--- src/rtl/serial_adder.sv ---
// serial_adder: multi-cycle adder/subtractor that processes SLICE bits per
// clock, least-significant slice first, over N = WIDTH/SLICE RUN cycles.
//
// Ports:
//   clk   - clock, all state updates on the rising edge
//   rst   - synchronous active-high reset
//   start - request; a, b, cin and sub are sampled when it is accepted
//           (IDLE or DONE only, never while rst is high)
//   a, b  - WIDTH-bit operands
//   cin   - carry-in for addition (ignored when sub=1)
//   sub   - 0: a+b+cin, 1: a-b (a+~b+1)
//   busy  - high while an operation is in RUN
//   done  - one-cycle pulse when sum/cout/ovf/zero are freshly loaded
//   sum   - registered WIDTH-bit result, held until the next result load
//   cout  - carry out of the MSB (for subtraction, 1 means no borrow)
//   ovf   - signed overflow (carry into MSB xor carry out of MSB)
//   zero  - high when sum == 0
module serial_adder #(
  parameter int unsigned WIDTH = 16,
  parameter int unsigned SLICE = 4
) (
  input  logic             clk,
  input  logic             rst,
  input  logic             start,
  input  logic [WIDTH-1:0] a,
  input  logic [WIDTH-1:0] b,
  input  logic             cin,
  input  logic             sub,
  output logic             busy,
  output logic             done,
  output logic [WIDTH-1:0] sum,
  output logic             cout,
  output logic             ovf,
  output logic             zero
);

  localparam int unsigned N     = WIDTH / SLICE;
  localparam int unsigned CNT_W = (N > 1) ? $clog2(N) : 1;
  localparam int unsigned SW    = SLICE + 1;

  // Elaboration-time guard on the slicing parameters.
  if (SLICE == 0 || SLICE > WIDTH || (WIDTH % SLICE) != 0) begin : g_bad_params
    $error("serial_adder: WIDTH must be a nonzero integer multiple of SLICE");
  end

  typedef enum logic [1:0] {
    IDLE = 2'd0,
    RUN  = 2'd1,
    DONE = 2'd2
  } state_e;

  state_e             state_q, state_d;
  logic [WIDTH-1:0]   a_q, a_d;
  logic [WIDTH-1:0]   b_q, b_d;       // already inverted for subtraction
  logic [WIDTH-1:0]   acc_q, acc_d;
  logic               carry_q, carry_d;
  logic [CNT_W-1:0]   cnt_q, cnt_d;
  logic               busy_q, busy_d;
  logic               done_q, done_d;
  logic [WIDTH-1:0]   sum_q, sum_d;
  logic               cout_q, cout_d;
  logic               ovf_q, ovf_d;
  logic               zero_q, zero_d;

  logic               accept_c;
  logic               last_c;
  int unsigned        lsb_c;
  logic [SLICE-1:0]   sa_c;
  logic [SLICE-1:0]   sb_c;
  logic [SW-1:0]      ssum_c;
  logic               msb_cin_c;

  // Slice datapath: select the current slice by shifting, add with running carry.
  always_comb begin
    lsb_c     = 32'(cnt_q) * SLICE;
    sa_c      = SLICE'(a_q >> lsb_c);
    sb_c      = SLICE'(b_q >> lsb_c);
    ssum_c    = SW'(sa_c) + SW'(sb_c) + SW'(carry_q);
    // Sum bit = a ^ b ^ carry_in, so the carry into the top bit falls out directly.
    msb_cin_c = ssum_c[SLICE-1] ^ sa_c[SLICE-1] ^ sb_c[SLICE-1];
    last_c    = (cnt_q == CNT_W'(N - 1));
    accept_c  = start && ((state_q == IDLE) || (state_q == DONE));
  end

  // Next-state and next-output logic.
  always_comb begin
    state_d = state_q;
    a_d     = a_q;
    b_d     = b_q;
    acc_d   = acc_q;
    carry_d = carry_q;
    cnt_d   = cnt_q;
    sum_d   = sum_q;
    cout_d  = cout_q;
    ovf_d   = ovf_q;
    zero_d  = zero_q;

    case (state_q)
      IDLE, DONE: begin
        if (accept_c) begin
          a_d     = a;
          b_d     = sub ? ~b : b;
          carry_d = sub ? 1'b1 : cin;
          cnt_d   = '0;
          acc_d   = '0;
          state_d = RUN;
        end else begin
          state_d = IDLE;
        end
      end
      RUN: begin
        acc_d   = acc_q | (WIDTH'(ssum_c[SLICE-1:0]) << lsb_c);
        carry_d = ssum_c[SLICE];
        cnt_d   = cnt_q + CNT_W'(1);
        if (last_c) begin
          sum_d   = acc_d;
          cout_d  = ssum_c[SLICE];
          ovf_d   = msb_cin_c ^ ssum_c[SLICE];
          zero_d  = (acc_d == '0);
          state_d = DONE;
        end
      end
      default: state_d = IDLE;
    endcase

    busy_d = (state_d == RUN);
    done_d = (state_d == DONE);
  end

  // All state, with synchronous reset taking priority over any request.
  always_ff @(posedge clk) begin
    if (rst) begin
      state_q <= IDLE;
      a_q     <= '0;
      b_q     <= '0;
      acc_q   <= '0;
      carry_q <= 1'b0;
      cnt_q   <= '0;
      busy_q  <= 1'b0;
      done_q  <= 1'b0;
      sum_q   <= '0;
      cout_q  <= 1'b0;
      ovf_q   <= 1'b0;
      zero_q  <= 1'b0;
    end else begin
      state_q <= state_d;
      a_q     <= a_d;
      b_q     <= b_d;
      acc_q   <= acc_d;
      carry_q <= carry_d;
      cnt_q   <= cnt_d;
      busy_q  <= busy_d;
      done_q  <= done_d;
      sum_q   <= sum_d;
      cout_q  <= cout_d;
      ovf_q   <= ovf_d;
      zero_q  <= zero_d;
    end
  end

  assign busy = busy_q;
  assign done = done_q;
  assign sum  = sum_q;
  assign cout = cout_q;
  assign ovf  = ovf_q;
  assign zero = zero_q;

endmodule
--- config.mk ---
export PLATFORM = sky130hd
export DESIGN_NAME = serial_adder
export DESIGN_NICKNAME = d
export VERILOG_FILES = /design/src/rtl/serial_adder.sv
export SDC_FILE = /design/constraint.sdc
export NUM_CORES = 1
export LEC_CHECK = 0
export ABC_CLOCK_PERIOD_IN_PS = 3850
export CAP_MARGIN = 20
export CORE_ASPECT_RATIO = 0.9
export CORE_MARGIN = 2
export CORE_UTILIZATION = 44
export CTS_BUF_LIST = sky130_fd_sc_hd__clkbuf_16
export DETAILED_ROUTE_END_ITERATION = 7
export PLACE_DENSITY_LB_ADDON = 0.08
export RECOVER_POWER = 100
export SKIP_CTS_REPAIR_TIMING = 1
export SLEW_MARGIN = 20
export SYNTH_ARGS = -nofsm -noshare
export SYNTH_HDL_FRONTEND = slang
export SYNTH_SLANG_ARGS = --single-unit
--- constraint.sdc ---
create_clock -name clk -period 3.85 [get_ports clk]
set_clock_uncertainty 0.1 [all_clocks]
set_input_delay 0.77 -clock clk [delete_from_list [all_inputs] [get_ports clk]]
set_output_delay 0.77 -clock clk [all_outputs]
set_load 0.01 [all_outputs]
==> results.cfg <==
[power]
power-per-cell-area_nw_per_um2 = 451
total_power_mw = 1.85
ir_drop_uv = 290
power_leakage_nw = 1.56

[finish]
antenna_cells_inserted = 0
nets = 455
drive_gt1_share_pct = 5.53
final_area_um2 = 4100
syn_to_final_growth_pct = 27.5
final_cell_mix = dfxtp_1 (74), nor2_1 (63), nand2_1 (38), a21oi_1 (38), clkdlybuf4s50_1 (34)
layout_commonest_cell = dfxtp_1

[logic_synthesis]
synth_edf_count = 0
synthArstFlopShare_pct = 0
syn-cell-area_um2 = 3220
synth_flop_cell = dfxtp_1
syn_nets = 408
synthCells = 365
synth.area.mux_share_pct = 6.07
synth_fa_ha_area_share_pct = 2.80
ys_seq_area_share_pct = 46.1
ys_ff_latch = 74
synthSimpleGateAreaFrac_pct = 20.3
ys_types = 39
syn_avg_cell_area_um2 = 8.81
synth_top_family_by_area = simple AND/OR/NAND/NOR gates
synth_compound_area_share_pct = 16.2
yosys_warnings = 0
yosys.area_share.xor_xnor_pct = 4.63

[worst_setup_path]
crit_chain = buf_4 -> mux4_1 -> ha_1 -> inv_1 -> a21oi_1 -> nor2_1 -> or4_1 -> a21oi_1
end_kind = flip-flop
cp_common_cell = a21oi_1
start_kind = flip-flop
worstPathRequired_ns = 4.01
max_stage_delay_ns = 0.63
path_class = flip-flop to flip-flop
slowest_stage = mux4_1
arrival_ns = 3.29
critPathMaxFanout = 16

[global_route]
grt_max_degree = 51
antenna_found_initial = 0
grt_pass1_wl_um = 12500
grt_pass1_vias = 2461
grt_util_all_layers_pct = 20.1
grt_overflow_total = 0

[sta]
timing.final.crit_share_pct = 81.4
setup_viol = 0
hold_slack_ns = 0.356
worst_pin_slew_ns = 0.856
relSlewSlack_pct = 42.7
drv_slew = 0
finalSetupTns_ns = 0
setup_slack_ns = 0.714
post-route-min-period_ns = 3.14
timing.fmax_mhz = 319
rsz0062_at_grt = no
hold_violations = 0

[placement]
routabilityCongestion = 0.834
pre_cts_ws_ns = 0.791
placed_area_um2 = 3830
port_buffers = 57
hpwl_um = 5330

[floorplanning]
initial_core_util_pct = 45.5
core_um2 = 7080
die_area_um2 = 8010
pin_count = 58
die_y_um = 85.1
rows = 29
dieWidth_um = 94.1

[clocking]
h-tree-depth = 3
cts_made_buffers = 9
cts-root-buf = clkbuf_16
cts_sinks = 74
clk_pin_slew_ns = 0.05
clk_path_buf_depth = 2
tritoncts = built
clk_latency_ns = 0.33

[drt]
drt_pass1_iterations = 4
postRouteWirelength_um = 7520
drtIter0Drc = 175
vias = 2724
wl_per_cell_um = 14.8
ant_nets = 0
drc = 0
vias_per_cell = 5.35

[status]
status = finished, final reports clean

[min_path]
hold_path_class = flip-flop to flip-flop

[job]
maxCapViolations = 0
cell families (layout without fill, tap and decap cells):
group                    after synthesis  in the layout
adder cells (fa/ha/maj)                6              6
AO/OA/AOI/OAI                         84             84
XOR/XNOR                              17             17
buffers and inverters                 31             82
flip-flops                            74             74
multiplexers                           8              8
AND/OR/NAND/NOR                      145            145
metal layers:
metal | routed length (um) | up-vias | part of all wire, % | GRT usage (%)
met5 | 0 | - | 0 | 0
met4 | 91 | 0 | 1.2 | 6.32
met3 | 464 | 8 | 6.2 | 5.60
met2 | 3170 | 91 | 42 | 28.4
met1 | 3800 | 1247 | 50 | 30.0
li1 | - | 1378 | - | -
worst paths after layout:
check                        startpoint                   to  slack, ns  cells after the start
hold / removal      a_q[9]$_SDFFE_PP0P_  a_q[9]$_SDFFE_PP0P_       0.36                      2
hold reg to reg     a_q[9]$_SDFFE_PP0P_  a_q[9]$_SDFFE_PP0P_       0.36                      2
setup / recovery  cnt_q[0]$_SDFFE_PP0P_    zero$_SDFFE_PP0P_       0.71                      8
setup reg to reg  cnt_q[0]$_SDFFE_PP0P_    zero$_SDFFE_PP0P_       0.71                      8
power by group:
part	switching (mW)	internal, mW	leakage [nW]	total [mW]
combinational	0.137	0.112	0.809	0.249
clock	0.291	0.488	0.145	0.779
sequential	0.0226	0.799	0.603	0.822
area by class of cell:
cell class                      instances  area (um2)
Timing Repair Buffer                   62         599
Multi-Input combinational cell        260        1610
Sequential cell                        74        1480
Fill cell                             640        2980
Clock inverter                          6        51.3
Clock buffer                            9         225
Inverter                                5        18.8
Tap cell                               93         116
sequential cells by signal, summed over array words and instances (netlist names):
signal,cells
a_q,16
acc_q,16
b_q,16
busy,1
carry_q,1
cnt_q,2
cout,1
done,1
ovf,1
state_q,2
sum,16
zero,1
through the flow:
step,std cells,utilization (%)
2_1_floorplan,365,-
3_3_place_gp,494,54.2
3_5_place_dp,494,54.2
4_1_cts,509,58.1
5_1_grt,509,57.9
6_report,509,57.9
cells in the mapped netlist, types with 2 or more instances:
| cell type | count | area (um2) |
|---|---|---|
| dfxtp_1 | 74 | 1480 |
| nor2_1 | 62 | 233 |
| nand2_1 | 38 | 143 |
| a21oi_1 | 37 | 185 |
| a211oi_1 | 25 | 188 |
| clkbuf_1 | 18 | 67.6 |
| nor3_1 | 17 | 85.1 |
| xnor2_1 | 17 | 149 |
| o21ai_0 | 7 | 35.0 |
| nand2b_1 | 6 | 37.5 |
| inv_1 | 5 | 18.8 |
| nor2b_1 | 5 | 31.3 |
| buf_2 | 4 | 20.0 |
| ha_1 | 4 | 50.1 |
| mux4_1 | 4 | 105 |
| mux4_2 | 4 | 90.1 |
| nor4_1 | 4 | 25.0 |
| o22ai_1 | 4 | 25.0 |
| a311oi_1 | 3 | 26.3 |
| buf_1 | 3 | 11.3 |
| nand3_1 | 3 | 15.0 |
| a21o_1 | 2 | 15.0 |
| fa_1 | 2 | 40.0 |
| nor4bb_1 | 2 | 20.0 |
critical path, delay by kind of cell, from the launching register on:
kind,cells,cell delay (ns)
simple gates,2,0.71
mux,1,0.63
flops,1,0.50
fa+ha+maj,1,0.41
buf+inv,2,0.36
compound gates,2,0.35
No activity file was read; power rests on OpenSTA's default activity.
